[src/rtl/ctrl_pkg.sv]
// Shared field map for the 16-bit decode control bundle and the per-stage slice widths.
package ctrl_pkg;

  localparam int SRC1_B      = 15;
  localparam int SRC2_B      = 14;
  localparam int REGDST_B    = 13;
  localparam int EXTOP_B     = 12;
  localparam int EXTPLACE_B  = 11;
  localparam int REGWR_B     = 10;
  localparam int ALUSRC_B    = 9;
  localparam int ALUOP_MSB   = 8;
  localparam int ALUOP_LSB   = 7;
  localparam int DATAINSRC_B = 6;
  localparam int MEMRD_B     = 5;
  localparam int MEMWR_B     = 4;
  localparam int NUMBYTE_MSB = 3;
  localparam int NUMBYTE_LSB = 2;
  localparam int WBDATA_MSB  = 1;
  localparam int WBDATA_LSB  = 0;

  localparam logic [15:0] CTRL_BUBBLE = 16'h0000;

  // MEM slice: {RegWr, reserved 0, DataInSrc, MemRd, MemWr, NumOfByte, WBdata}
  localparam int MEM_SLICE = 9;
  localparam int MEM_REGWR = 8;
  localparam int MEM_MEMRD = 5;
  localparam int MEM_MEMWR = 4;
  // WB slice: {RegWr, WBdata}
  localparam int WB_SLICE  = 3;
  localparam int WB_REGWR  = 2;

endpackage

[src/rtl/pipe_stage_reg.sv]
// Generic pipeline register: holds unless load; on load captures d, or zero when clear.
module pipe_stage_reg #(
  parameter int W = 8
) (
  input  logic         clk,
  input  logic         rst_n,
  input  logic [W-1:0] d,
  input  logic         load,
  input  logic         clear,
  output logic [W-1:0] q
);

  logic [W-1:0] r_q;

  // clear is only honoured with load, so a frozen pipe never loses its contents
  always_ff @(posedge clk or negedge rst_n) begin
    if (!rst_n)
      r_q <= '0;
    else if (load)
      r_q <= clear ? '0 : d;
  end

  assign q = r_q;

endmodule

[src/rtl/ctrl_pipe_carrier.sv]
// Carries the decode control bundle through EX/MEM/WB with bubble insertion, memory
// freeze, per-stage hazard/forwarding enables and saturating bubble/retire counters.
module ctrl_pipe_carrier
  import ctrl_pkg::*;
#(
  parameter int CTRL_W = 16,
  parameter int RD_W   = 3,
  parameter int CNT_W  = 16
) (
  input  logic                 clk,
  input  logic                 rst_n,
  input  logic [CTRL_W-1:0]    id_ctrl,
  input  logic                 id_valid,
  input  logic [RD_W-1:0]      id_rd,
  input  logic                 stall,
  input  logic                 kill,
  input  logic                 mem_busy,
  output logic [CTRL_W-1:0]    ex_ctrl,
  output logic                 ex_valid,
  output logic                 mem_valid,
  output logic                 wb_valid,
  output logic [RD_W-1:0]      ex_rd,
  output logic [RD_W-1:0]      mem_rd,
  output logic [RD_W-1:0]      wb_rd,
  output logic [MEM_SLICE-1:0] mem_ctrl,
  output logic [WB_SLICE-1:0]  wb_ctrl,
  output logic                 ex_regwr,
  output logic                 mem_regwr,
  output logic                 wb_regwr,
  output logic                 ex_memrd,
  output logic                 mem_rd_en,
  output logic                 mem_wr_en,
  output logic                 wb_retire,
  output logic [CNT_W-1:0]     bubble_cnt,
  output logic [CNT_W-1:0]     retire_cnt
);

  localparam int EX_W  = 1 + RD_W + CTRL_W;
  localparam int MEM_W = 1 + RD_W + MEM_SLICE;
  localparam int WB_W  = 1 + RD_W + WB_SLICE;

  logic              w_advance;
  logic              w_bubble;
  logic              w_ex_clear;
  logic [EX_W-1:0]   w_ex_d,  w_ex_q;
  logic [MEM_W-1:0]  w_mem_d, w_mem_q;
  logic [WB_W-1:0]   w_wb_d,  w_wb_q;

  logic              r_wb_retire;
  logic [CNT_W-1:0]  r_bubble_cnt;
  logic [CNT_W-1:0]  r_retire_cnt;

  assign w_advance  = ~mem_busy;
  assign w_bubble   = stall | kill;
  // An invalid decode slot is loaded as a bubble so x don't-cares never enter EX
  assign w_ex_clear = w_bubble | ~id_valid;

  assign w_ex_d  = {1'b1, id_rd, id_ctrl};
  assign w_mem_d = {ex_valid, ex_rd,
                    ex_ctrl[REGWR_B], 1'b0, ex_ctrl[DATAINSRC_B:WBDATA_LSB]};
  assign w_wb_d  = {mem_valid, mem_rd,
                    mem_ctrl[MEM_REGWR], mem_ctrl[WBDATA_MSB:WBDATA_LSB]};

  pipe_stage_reg #(.W(EX_W)) u_ex_reg (
    .clk   (clk),
    .rst_n (rst_n),
    .d     (w_ex_d),
    .load  (w_advance),
    .clear (w_ex_clear),
    .q     (w_ex_q)
  );

  pipe_stage_reg #(.W(MEM_W)) u_mem_reg (
    .clk   (clk),
    .rst_n (rst_n),
    .d     (w_mem_d),
    .load  (w_advance),
    .clear (1'b0),
    .q     (w_mem_q)
  );

  pipe_stage_reg #(.W(WB_W)) u_wb_reg (
    .clk   (clk),
    .rst_n (rst_n),
    .d     (w_wb_d),
    .load  (w_advance),
    .clear (1'b0),
    .q     (w_wb_q)
  );

  assign {ex_valid,  ex_rd,  ex_ctrl}  = w_ex_q;
  assign {mem_valid, mem_rd, mem_ctrl} = w_mem_q;
  assign {wb_valid,  wb_rd,  wb_ctrl}  = w_wb_q;

  assign ex_regwr  = ex_valid  & ex_ctrl[REGWR_B];
  assign ex_memrd  = ex_valid  & ex_ctrl[MEMRD_B];
  assign mem_regwr = mem_valid & mem_ctrl[MEM_REGWR];
  assign mem_rd_en = mem_valid & mem_ctrl[MEM_MEMRD];
  assign mem_wr_en = mem_valid & mem_ctrl[MEM_MEMWR];
  assign wb_regwr  = wb_valid  & wb_ctrl[WB_REGWR];

  // Retire pulse and counters move only on advancing edges; saturate at all-ones
  always_ff @(posedge clk or negedge rst_n) begin
    if (!rst_n) begin
      r_wb_retire  <= 1'b0;
      r_bubble_cnt <= '0;
      r_retire_cnt <= '0;
    end else if (w_advance) begin
      r_wb_retire <= mem_valid;
      if (mem_valid && (r_retire_cnt != '1))
        r_retire_cnt <= r_retire_cnt + 1'b1;
      if (w_bubble && (r_bubble_cnt != '1))
        r_bubble_cnt <= r_bubble_cnt + 1'b1;
    end else begin
      r_wb_retire <= 1'b0;
    end
  end

  assign wb_retire  = r_wb_retire;
  assign bubble_cnt = r_bubble_cnt;
  assign retire_cnt = r_retire_cnt;

endmodule

[config.mk]
export PLATFORM = sky130hd
export DESIGN_NAME = ctrl_pipe_carrier
export DESIGN_NICKNAME = d
export VERILOG_FILES = /design/src/rtl/ctrl_pkg.sv /design/src/rtl/pipe_stage_reg.sv /design/src/rtl/ctrl_pipe_carrier.sv
export SDC_FILE = /design/constraint.sdc
export NUM_CORES = 1
export LEC_CHECK = 0
export BUFFER_PORTS_ARGS = -buffer_cell sky130_fd_sc_hd__buf_4
export CAP_MARGIN = 20
export CORE_MARGIN = 5
export CORE_UTILIZATION = 45
export CTS_CLUSTER_SIZE = 14
export DETAILED_ROUTE_END_ITERATION = 12
export PLACE_DENSITY_LB_ADDON = 0.12
export SLEW_MARGIN = 20
export SYNTH_ARGS = -nofsm -noshare
export SYNTH_HDL_FRONTEND = slang
export SYNTH_SLANG_ARGS = --single-unit
[constraint.sdc]
create_clock -name clk -period 1.8 [get_ports clk]
set_clock_uncertainty 0.05 [all_clocks]
set_input_delay 0.09 -clock clk [delete_from_list [all_inputs] [get_ports clk]]
set_output_delay 0.09 -clock clk [all_outputs]
set_load 0.005 [all_outputs]
==> metrics.yaml, run 1 <==
crit_slowest_cell: "or4_4"
dp_hpwl_mm: 5.35
setup_viol_count_final: 0
die_w_um: 92.5
fmax_mhz: 563
routed_wl_mm: 7.36
layout-drive-gt1-share: 0.438
path_clk_slew_ns: 0.07
dieHeight_um: 92.5
ios: 104
antenna_found_initial: 0
grt_pass1_vias: 2384
required_ns: 2.01
syn-num-nets: 265
async_reset_ff_frac: 1.00
syn_area_mm2: 0.00306
start_util: 0.455
p_per_area_mw_per_mm2: 887
critPathKind: "register to register"
cts_buffers: 9
p_leak_nw: 2.30
arrival_ns: 1.98
critPathBufInv: 0
stdcell_count: 468
dp_worst_setup_slack_ns: -0.0163
drv_cap: 0
cts_root_buf: "clkbuf_8"
synth_ff_type: "dfrtp_1"
final_common_cell: "buf_4"
grt_pass1_wl_mm: 11.7
syn_inst: 238
crit_path_max_incr_delay_ns: 0.64
irDropWorstVdd_uv: 494
clk_latency_ns: 0.34
dieArea_mm2: 0.00855
grt-ovfl-total: 0
placed_cells: 431
seq_area_frac_synth: 0.589
rows: 30
track_usage: 0.172
grt_setup_unrepaired: "true"
cts_buffer_depth: 2
cts_tree: "built"
start_kind: "register"
critPathMaxFanout: 6
core-area_mm2: 0.00672
total_power_mw: 3.96
worst_slack_ns: 0.0239
synth.distinct_cells: 39
antenna_cells: 0
hp-class: "input port to register"
fin_tns_setup_ns: 0
path_delay_family: "simple AND/OR/NAND/NOR gates"
port_buffers: 102
timing.critical_path.cells: "ha_4 -> nand4_1 -> or4_4 -> nand3_1 -> xnor2_1"
slew_viol_final: 0
dr.first_iter.drc_count: 85
place_congestion: 0.821
postSynthAreaPerCell_um2: 12.9
ant_nets: 0
synth_edf_count: 0
syn2layout_area_growth_pct: 46.0
grt_max_degree: 33
ctsHtreeMaxLevel: 3
via_per_inst: 5.24
hold_viol: 0
wl_per_cell_um: 15.7
fillers: 514
final_cell_mix: "buf_4 (124), dfrtp_1 (72), dlygate4sd3_1 (20)"
vias: 2450
period_share: 0.987
timing.final.crit_period_ns: 1.78
synth_seq_cells: 72
timing.hold.ws_ns: 0.0139
end_kind: "register"
first_pass_iters: 4
clock-sinks: 72
drc_errors: 0
status: "finished, final reports clean"
yosysWarnings: 0
finalNetCount: 410
routing by layer:
metal  up-vias  track usage  part of all wire
met5         -            0                 0
met4         0       0.0681             0.011
met3         7       0.0528             0.063
met2        84        0.258              0.48
met1      1197        0.234              0.45
li1       1162            -                 -
metrics by stage:
| stage | util | instance area, µm² |
|---|---|---|
| floorplan | - | 3060 |
| global placement | 0.602 | 4050 |
| detailed placement | 0.602 | 4050 |
| CTS | 0.661 | 4440 |
| global route | 0.665 | 4470 |
| finish | 0.665 | 4470 |
cell usage after synthesis, types with 3 or more instances:
cell type | instances | area share
nor4b_1 | 3 | 0.0086
nand3_1 | 7 | 0.011
nor4_2 | 3 | 0.012
xor2_1 | 18 | 0.052
nor3_1 | 7 | 0.011
nand2_1 | 13 | 0.016
a22o_1 | 19 | 0.054
clkbuf_1 | 6 | 0.0074
dfrtp_1 | 72 | 0.59
and2_1 | 7 | 0.014
mux2_2 | 18 | 0.066
xnor2_1 | 11 | 0.031
a21oi_1 | 3 | 0.0049
nor4_1 | 6 | 0.012
nand4_1 | 13 | 0.027
flip-flops by register name, summed over array words and instances (netlist names):
signal,flops
u_ex_reg.q,20
bubble_cnt,16
retire_cnt,16
u_mem_reg.q,12
u_wb_reg.q,7
wb_retire,1
logic make-up (layout without fill, tap and decap cells):
logic type | count (synthesis) | after routing | synth area share
buffers and inverters | 13 | 163 | 0.0176
adders and majority gates | 2 | 2 | 0.00818
muxes | 21 | 21 | 0.0769
other | 1 | 1 | 0.00123
AOI/OAI and AO/OA | 27 | 27 | 0.0736
DFF | 72 | 72 | 0.589
xor gates and xnor gates | 29 | 29 | 0.0830
and+or+nand+nor | 73 | 73 | 0.151
report_power, final:
| group | internal [mW] | switching (mW) | leakage [nW] | total [mW] |
|---|---|---|---|---|
| combinational | 0.491 | 0.345 | 1.24 | 0.836 |
| sequential | 1.77 | 0.147 | 0.974 | 1.91 |
| clock | 0.633 | 0.580 | 0.0920 | 1.21 |
worst paths after layout:
| path | end | cells after the start | slack, ns | startpoint |
|---|---|---|---|---|
| worst max-delay path | retire_cnt[7]$_DFFE_PN0P_ | 5 | 0.02 | retire_cnt[1]$_DFFE_PN0P_ |
| worst min-delay path | u_wb_reg.q[6]$_DFFE_PN0N_ | 3 | 0.01 | mem_busy |
| worst max register to register | retire_cnt[7]$_DFFE_PN0P_ | 5 | 0.02 | retire_cnt[1]$_DFFE_PN0P_ |
| worst min register to register | bubble_cnt[15]$_DFFE_PN0P_ | 1 | 0.45 | bubble_cnt[15]$_DFFE_PN0P_ |
| max in group asynchronous | bubble_cnt[1]$_DFFE_PN0P_ | 3 | 0.93 | rst_n |
| min in group asynchronous | retire_cnt[4]$_DFFE_PN0P_ | 2 | 0.18 | rst_n |
worst reg2reg max path, cell delays in order (launching register included):
cell,delay [ns]
dfrtp_1,0.41
ha_4,0.16
nand4_1,0.19
or4_4,0.64
nand3_1,0.14
xnor2_1,0.12
what timing repair did:
| action | CTS | global route |
|---|---|---|
| hold endpoints to repair | 56 | 0 |
| pin swaps | 0 | 6 |
| hold buffers | 20 | 0 |
| gates resized for setup | 1 | 3 |
| setup buffers | 0 | 1 |
| endpoints found under the setup margin | 4 | 8 |
final cells by class:
class                      instances  area (µm²)  area share
clock inverter                     6        60.1      0.0134
tap                               80         100      0.0224
clock buffer                      10         128      0.0286
sequential                        72        1800       0.403
timing repair buffer             144        1130       0.253
multi-input combinational        153        1240       0.277
inverter                           3        11.3     0.00252
(Power assumes the default switching activity.)
==> inputs of run 2 (changes only) <==
--- a/config.mk
+++ b/config.mk
@@ -11,6 +11,7 @@
 export CORE_UTILIZATION = 45
 export CTS_CLUSTER_SIZE = 14
 export DETAILED_ROUTE_END_ITERATION = 12
+export MAX_ROUTING_LAYER = met4
 export PLACE_DENSITY_LB_ADDON = 0.12
 export SLEW_MARGIN = 20
 export SYNTH_ARGS = -nofsm -noshare
==> run 2 against run 1 <==
Global-route usage is 0.52 points higher. Die area unchanged. Utilization stayed put. Power is essentially flat. Non-clock buffer count unchanged. Clock power about the same. Combinational power is essentially flat. Register-to-register slack is essentially flat. Hold slack got worse by 0.00057 ns. Wire length is essentially flat.
==> metrics.yaml, run 2 (synthesized netlist as in run 1, its figures left out) <==
timing.final.crit_period_ns: 1.78  # -0.000476 ns
first_pass_iters: 4  # unchanged
finalNetCount: 410  # unchanged
timing.hold.ws_ns: 0.0133  # -0.000574 ns
cts_buffers: 9  # unchanged
port_buffers: 102  # unchanged
antenna_cells: 0  # unchanged
grt-busiest-layer: "met2"
vias: 2452  # +0.082%
worstSetupStartpoint: "retire_cnt[1]$_DFFE_PN0P_"
largest_reg_flops: 20  # unchanged
required_ns: 2.01  # about the same
routed_wl_mm: 7.36  # about the same
status: "finished, final reports clean"
hold_start: "mem_busy"
grt_pass1_wl_mm: 11.7  # +0.12%
fmax_mhz: 563  # about the same
stdcell_count: 468  # unchanged
track_usage: 0.178  # +0.00517
total_power_mw: 3.96  # about the same
grt_use_met1: 0.239  # +0.00475
placed_cells: 431  # unchanged
die_w_um: 92.5  # unchanged
cts_buffer_depth: 2  # unchanged
syn2layout_area_growth_pct: 46.0  # unchanged
grt_max_degree: 33  # unchanged
final_common_cell: "buf_4"
cts_root_buf: "clkbuf_8"
grt_setup_unrepaired: "true"
start_util: 0.455  # unchanged
via_per_inst: 5.24  # about the same
grt_pass1_vias: 2386  # +0.084%
drv_cap: 0  # unchanged
setup_viol_count_final: 0  # unchanged
dieHeight_um: 92.5  # unchanged
hold_viol: 0  # unchanged
dp_worst_setup_slack_ns: -0.0163  # unchanged
slew_viol_final: 0  # unchanged
p_leak_nw: 2.30  # unchanged
fin_area_mm2: 0.00447  # unchanged
critPathKind: "register to register"
timing.rr.start: "retire_cnt[1]$_DFFE_PN0P_"
grt_use_met3: 0.0479  # -0.00487
wl_per_cell_um: 15.7  # about the same
start_kind: "register"
irDropWorstVdd_uv: 492  # -0.45%
ios: 104  # unchanged
end_kind: "register"
antenna_found_initial: 0  # unchanged
clock-sinks: 72  # unchanged
core-area_mm2: 0.00672  # unchanged
grt-ovfl-total: 0  # unchanged
place_area_mm2: 0.00405  # unchanged
layout-drive-gt1-share: 0.438  # unchanged
hp-class: "input port to register"
path_clk_slew_ns: 0.07  # about the same
final_cell_mix: "buf_4 (124), dfrtp_1 (72), dlygate4sd3_1 (20)"
dp_hpwl_mm: 5.35  # unchanged
ant_nets: 0  # unchanged
place_congestion: 0.833  # +1.5%
fin_util: 0.665  # unchanged
period_share: 0.986  # about the same
cts_tree: "built"
clk_latency_ns: 0.34  # about the same
drc_errors: 0  # unchanged
fin_tns_setup_ns: 0  # unchanged
worst_slack_ns: 0.0244  # +0.000476 ns
dieArea_mm2: 0.00855  # unchanged
dr.first_iter.drc_count: 83  # -2.4%
critPathMaxFanout: 6  # unchanged
rows: 30  # unchanged
ctsHtreeMaxLevel: 3  # unchanged
arrival_ns: 1.98  # about the same
p_per_area_mw_per_mm2: 887  # about the same
grtUsageMet2: 0.257  # -0.000604
-- run 2: layer usage --
| metal | vias up | wire (µm) |
|---|---|---|
| met1 | 1199 | 3370 |
| met5 | - | 0 |
| li1 | 1164 | - |
| met4 | 0 | 81 |
| met3 | 7 | 412 |
| met2 | 82 | 3490 |
-- run 2: critical path, stage by stage, from the launching register on --
cell and delay, ns:
dfrtp_1 0.41, ha_4 0.16, nand4_1 0.19, or4_4 0.64
nand3_1 0.14, xnor2_1 0.12
-- run 2: final timing paths --
check	cells past startpoint	end	slack [ns]
min in group asynchronous	2	retire_cnt[4]$_DFFE_PN0P_	0.18
hold / removal	3	u_wb_reg.q[6]$_DFFE_PN0N_	0.01
max in group asynchronous	3	bubble_cnt[1]$_DFFE_PN0P_	0.93
hold reg to reg	1	bubble_cnt[15]$_DFFE_PN0P_	0.45
setup reg to reg	5	retire_cnt[7]$_DFFE_PN0P_	0.02
setup / recovery	5	retire_cnt[7]$_DFFE_PN0P_	0.02
-- run 2: repair_timing --
action,4_1_cts,5_1_grt
gates resized for setup,1,3
endpoints found under the hold margin,56,0
hold buffers,20,0
setup endpoints to repair,4,8
buffers inserted,0,1
pin swaps,0,6
-- run 2: cell type report --
type | instances | area, µm²
clock buffer | 10 | 128
clock inverter | 6 | 60.1
fill | 514 | 2250
inverter | 3 | 11.3
multi-input combinational | 153 | 1240
sequential | 72 | 1800
tap | 80 | 100
timing repair buffer | 144 | 1130
-- run 2: power by group --
part | total [mW] | internal, mW | leakage, nW | switching (mW)
Sequential | 1.91 | 1.77 | 0.974 | 0.147
Combinational | 0.836 | 0.491 | 1.24 | 0.345
Clock | 1.21 | 0.633 | 0.0920 | 0.580
Total | 3.96 | 2.89 | 2.30 | 1.07
==> inputs of run 3 (changes only) <==
--- a/config.mk
+++ b/config.mk
@@ -9,10 +9,12 @@
 export CAP_MARGIN = 20
 export CORE_MARGIN = 5
 export CORE_UTILIZATION = 45
+export CTS_BUF_LIST = sky130_fd_sc_hd__clkbuf_16
 export CTS_CLUSTER_SIZE = 14
 export DETAILED_ROUTE_END_ITERATION = 12
 export MAX_ROUTING_LAYER = met4
 export PLACE_DENSITY_LB_ADDON = 0.12
+export REMOVE_ABC_BUFFERS = 1
 export SLEW_MARGIN = 20
 export SYNTH_ARGS = -nofsm -noshare
 export SYNTH_HDL_FRONTEND = slang
==> run 3 against run 2 <==
Clock-buffer cell count down 1. Register-to-register slack gained 0.02 ns. Global-route usage grew 0.90 points. Combinational power down 2%. First-iteration DRC count down 25%. Wire length increased by 2.2%. Via count fell by 0.90%. Die area stayed put. Power increased by 12%. Sequential power is essentially flat. Fmax increased by 1.0%. Sequential share of layout area fell by 1.0 points. Critical path type unchanged. Critical endpoint is now retire_cnt[15]$_DFFE_PN0P_. Highest routed layer unchanged.
==> metrics.yaml, run 3 (synthesized netlist as in run 1, its figures left out) <==
status: "finished, final reports clean"
largest_reg_flops: 20  # unchanged
grt_pass1_wl_mm: 12.2  # +4.7%
grt_setup_unrepaired: "true"
fin_tns_setup_ns: 0  # unchanged
grt_max_degree: 42  # +27%
hold_start: "mem_busy"
dr.first_iter.drc_count: 62  # -25%
cts_buffers: 9  # unchanged
period_share: 0.976  # -0.0100
p_leak_nw: 2.35  # +2.1%
start_kind: "register"
hp-class: "input port to register"
core-area_mm2: 0.00672  # unchanged
p_comb_frac: 0.184  # -0.027
r2r_slack_ns: 0.04  # +0.02 ns
place_congestion: 0.843  # +1.1%
total_power_mw: 4.44  # +12%
fmax_mhz: 569  # +1.0%
power.internal_mw: 3.30  # +14%
hold_viol: 0  # unchanged
start_util: 0.455  # unchanged
clock-sinks: 72  # unchanged
fin_util: 0.683  # +0.0177
path_clk_slew_ns: 0.06  # about the same
reg2reg_to: "retire_cnt[15]$_DFFE_PN0P_"
end_kind: "register"
grt_pass1_vias: 2487  # +4.2%
finalNetCount: 410  # unchanged
wl_per_cell_um: 16.1  # +2.2%
die_w_um: 92.5  # unchanged
irDropWorstVdd_uv: 592  # +20%
cts_buffer_depth: 2  # unchanged
track_usage: 0.186  # +0.00896
worst_slack_ns: 0.0424  # +0.0180 ns
timing.rr.start: "retire_cnt[0]$_DFFE_PN0P_"
ant_nets: 0  # unchanged
switching_share: 0.256  # -0.0141
first_pass_iters: 4  # unchanged
timing.final.crit_period_ns: 1.76  # -0.0180 ns
switchingPower_mw: 1.14  # +6.2%
dieHeight_um: 92.5  # unchanged
port_buffers: 102  # unchanged
arrival_ns: 1.95  # -0.03 ns
tightest_slew_ns: 0.528
via_per_inst: 5.19  # -0.90%
ctsHtreeMaxLevel: 3  # unchanged
rows: 30  # unchanged
fillers: 534  # +3.9%
drv_cap: 0  # unchanged
drc_errors: 0  # unchanged
clk_latency_ns: 0.32  # -0.02 ns
syn2layout_area_growth_pct: 49.9
setup_viol_count_final: 0  # unchanged
dp_hpwl_mm: 5.22  # -2.3%
pwr-share-clk: 0.384  # +0.078
dieArea_mm2: 0.00855  # unchanged
final_common_cell: "buf_4"
cts_root_buf: "clkbuf_16"
grt-ovfl-total: 0  # unchanged
worst_slew_margin_rel: 0.644
worstSetupStartpoint: "retire_cnt[0]$_DFFE_PN0P_"
routed_wl_mm: 7.52  # +2.2%
critPathKind: "register to register"
dp_worst_setup_slack_ns: 0.0592  # +0.0755 ns
required_ns: 2.00  # about the same
slew_viol_final: 0  # unchanged
layout-drive-gt1-share: 0.443  # +0.00515
pwr-share-seq: 0.432  # -0.051
cts_tree: "built"
vias: 2430  # -0.90%
ios: 104  # unchanged
final_cell_mix: "buf_4 (123), dfrtp_1 (72), dlygate4sd3_1 (20)"
r2r_cells: 5  # unchanged
p_per_area_mw_per_mm2: 968  # +9.2%
holdPathStages: 2  # -1
antenna_found_initial: 0  # unchanged
antenna_cells: 0  # unchanged
critPathMaxFanout: 6  # unchanged
hold_end: "u_ex_reg.q[2]$_DFFE_PN0N_"
## run 3: cell types whose count changed in the layout (fill, tap and decap cells not counted), sizes merged
cell    before  now
clkbuf      10    9
clkinv       3    4
## run 3: area by class of cell
type | count | area (µm²) | area share
multi-input cells | 153 | 1240 | 0.271
clock inverters | 7 | 62.6 | 0.0136
well taps | 80 | 100 | 0.0218
inverters | 3 | 11.3 | 0.00245
repair buffers | 144 | 1140 | 0.249
flip-flops and latches | 72 | 1800 | 0.393
clock buffers | 9 | 225 | 0.0491
## run 3: worst max-delay path, cell delays in order (launching register included)
cell     delay (ns)
dfrtp_1        0.35
ha_2           0.19
nand4_1        0.20
or4_4          0.63
nand4_1        0.13
xnor2_1        0.12
## run 3: timing repair
item,in CTS,in global routing
gates resized for setup,0,6
hold buffers,20,0
hold endpoints to repair,59,0
setup endpoints to repair,0,13
buffers inserted,0,2
## run 3: how the worst max path moves through the flow
stage                                 end  slack [ns]  cells past startpoint
6_report       retire_cnt[15]$_DFFE_PN0P_        0.04                      5
5_1_grt        retire_cnt[13]$_DFFE_PN0P_       -0.03                      5
4_1_cts        retire_cnt[15]$_DFFE_PN0P_        0.04                      5
3_5_place_dp    retire_cnt[2]$_DFFE_PN0P_        0.06                      5
3_3_place_gp   retire_cnt[11]$_DFFE_PN0P_        0.12                      5
2_1_floorplan   u_ex_reg.q[0]$_DFFE_PN0N_       -0.35                      2
## run 3: power by group through the flow
| stage | Combinational [mW] | Sequential (mW) | Clock [mW] |
|---|---|---|---|
| after CTS | 0.807 | 1.91 | 1.74 |
| after detailed placement | 0.769 | 1.94 | 0 |
| after global placement | 0.753 | 1.93 | 0 |
| after floorplan | 0.227 | 1.96 | 0 |
| final | 0.818 | 1.92 | 1.70 |
| after global routing | 0.906 | 1.94 | 1.82 |
## run 3: layer usage
layer,up-vias,global-route usage,routed length (µm)
li1,1161,-,-
met3,12,0.0496,433
met5,-,-,0
met2,71,0.292,3780
met1,1186,0.231,3160
met4,0,0.0743,142
## run 3: per-stage QoR
step	area (µm²)	hold slack, ns	cells
after floorplan	3020	-0.256	228
after global placement	4050	0.0561	430
after detailed placement	4050	0.0612	430
after CTS	4540	0.112	466
after global routing	4590	0.131	468
final	4590	0.115	468
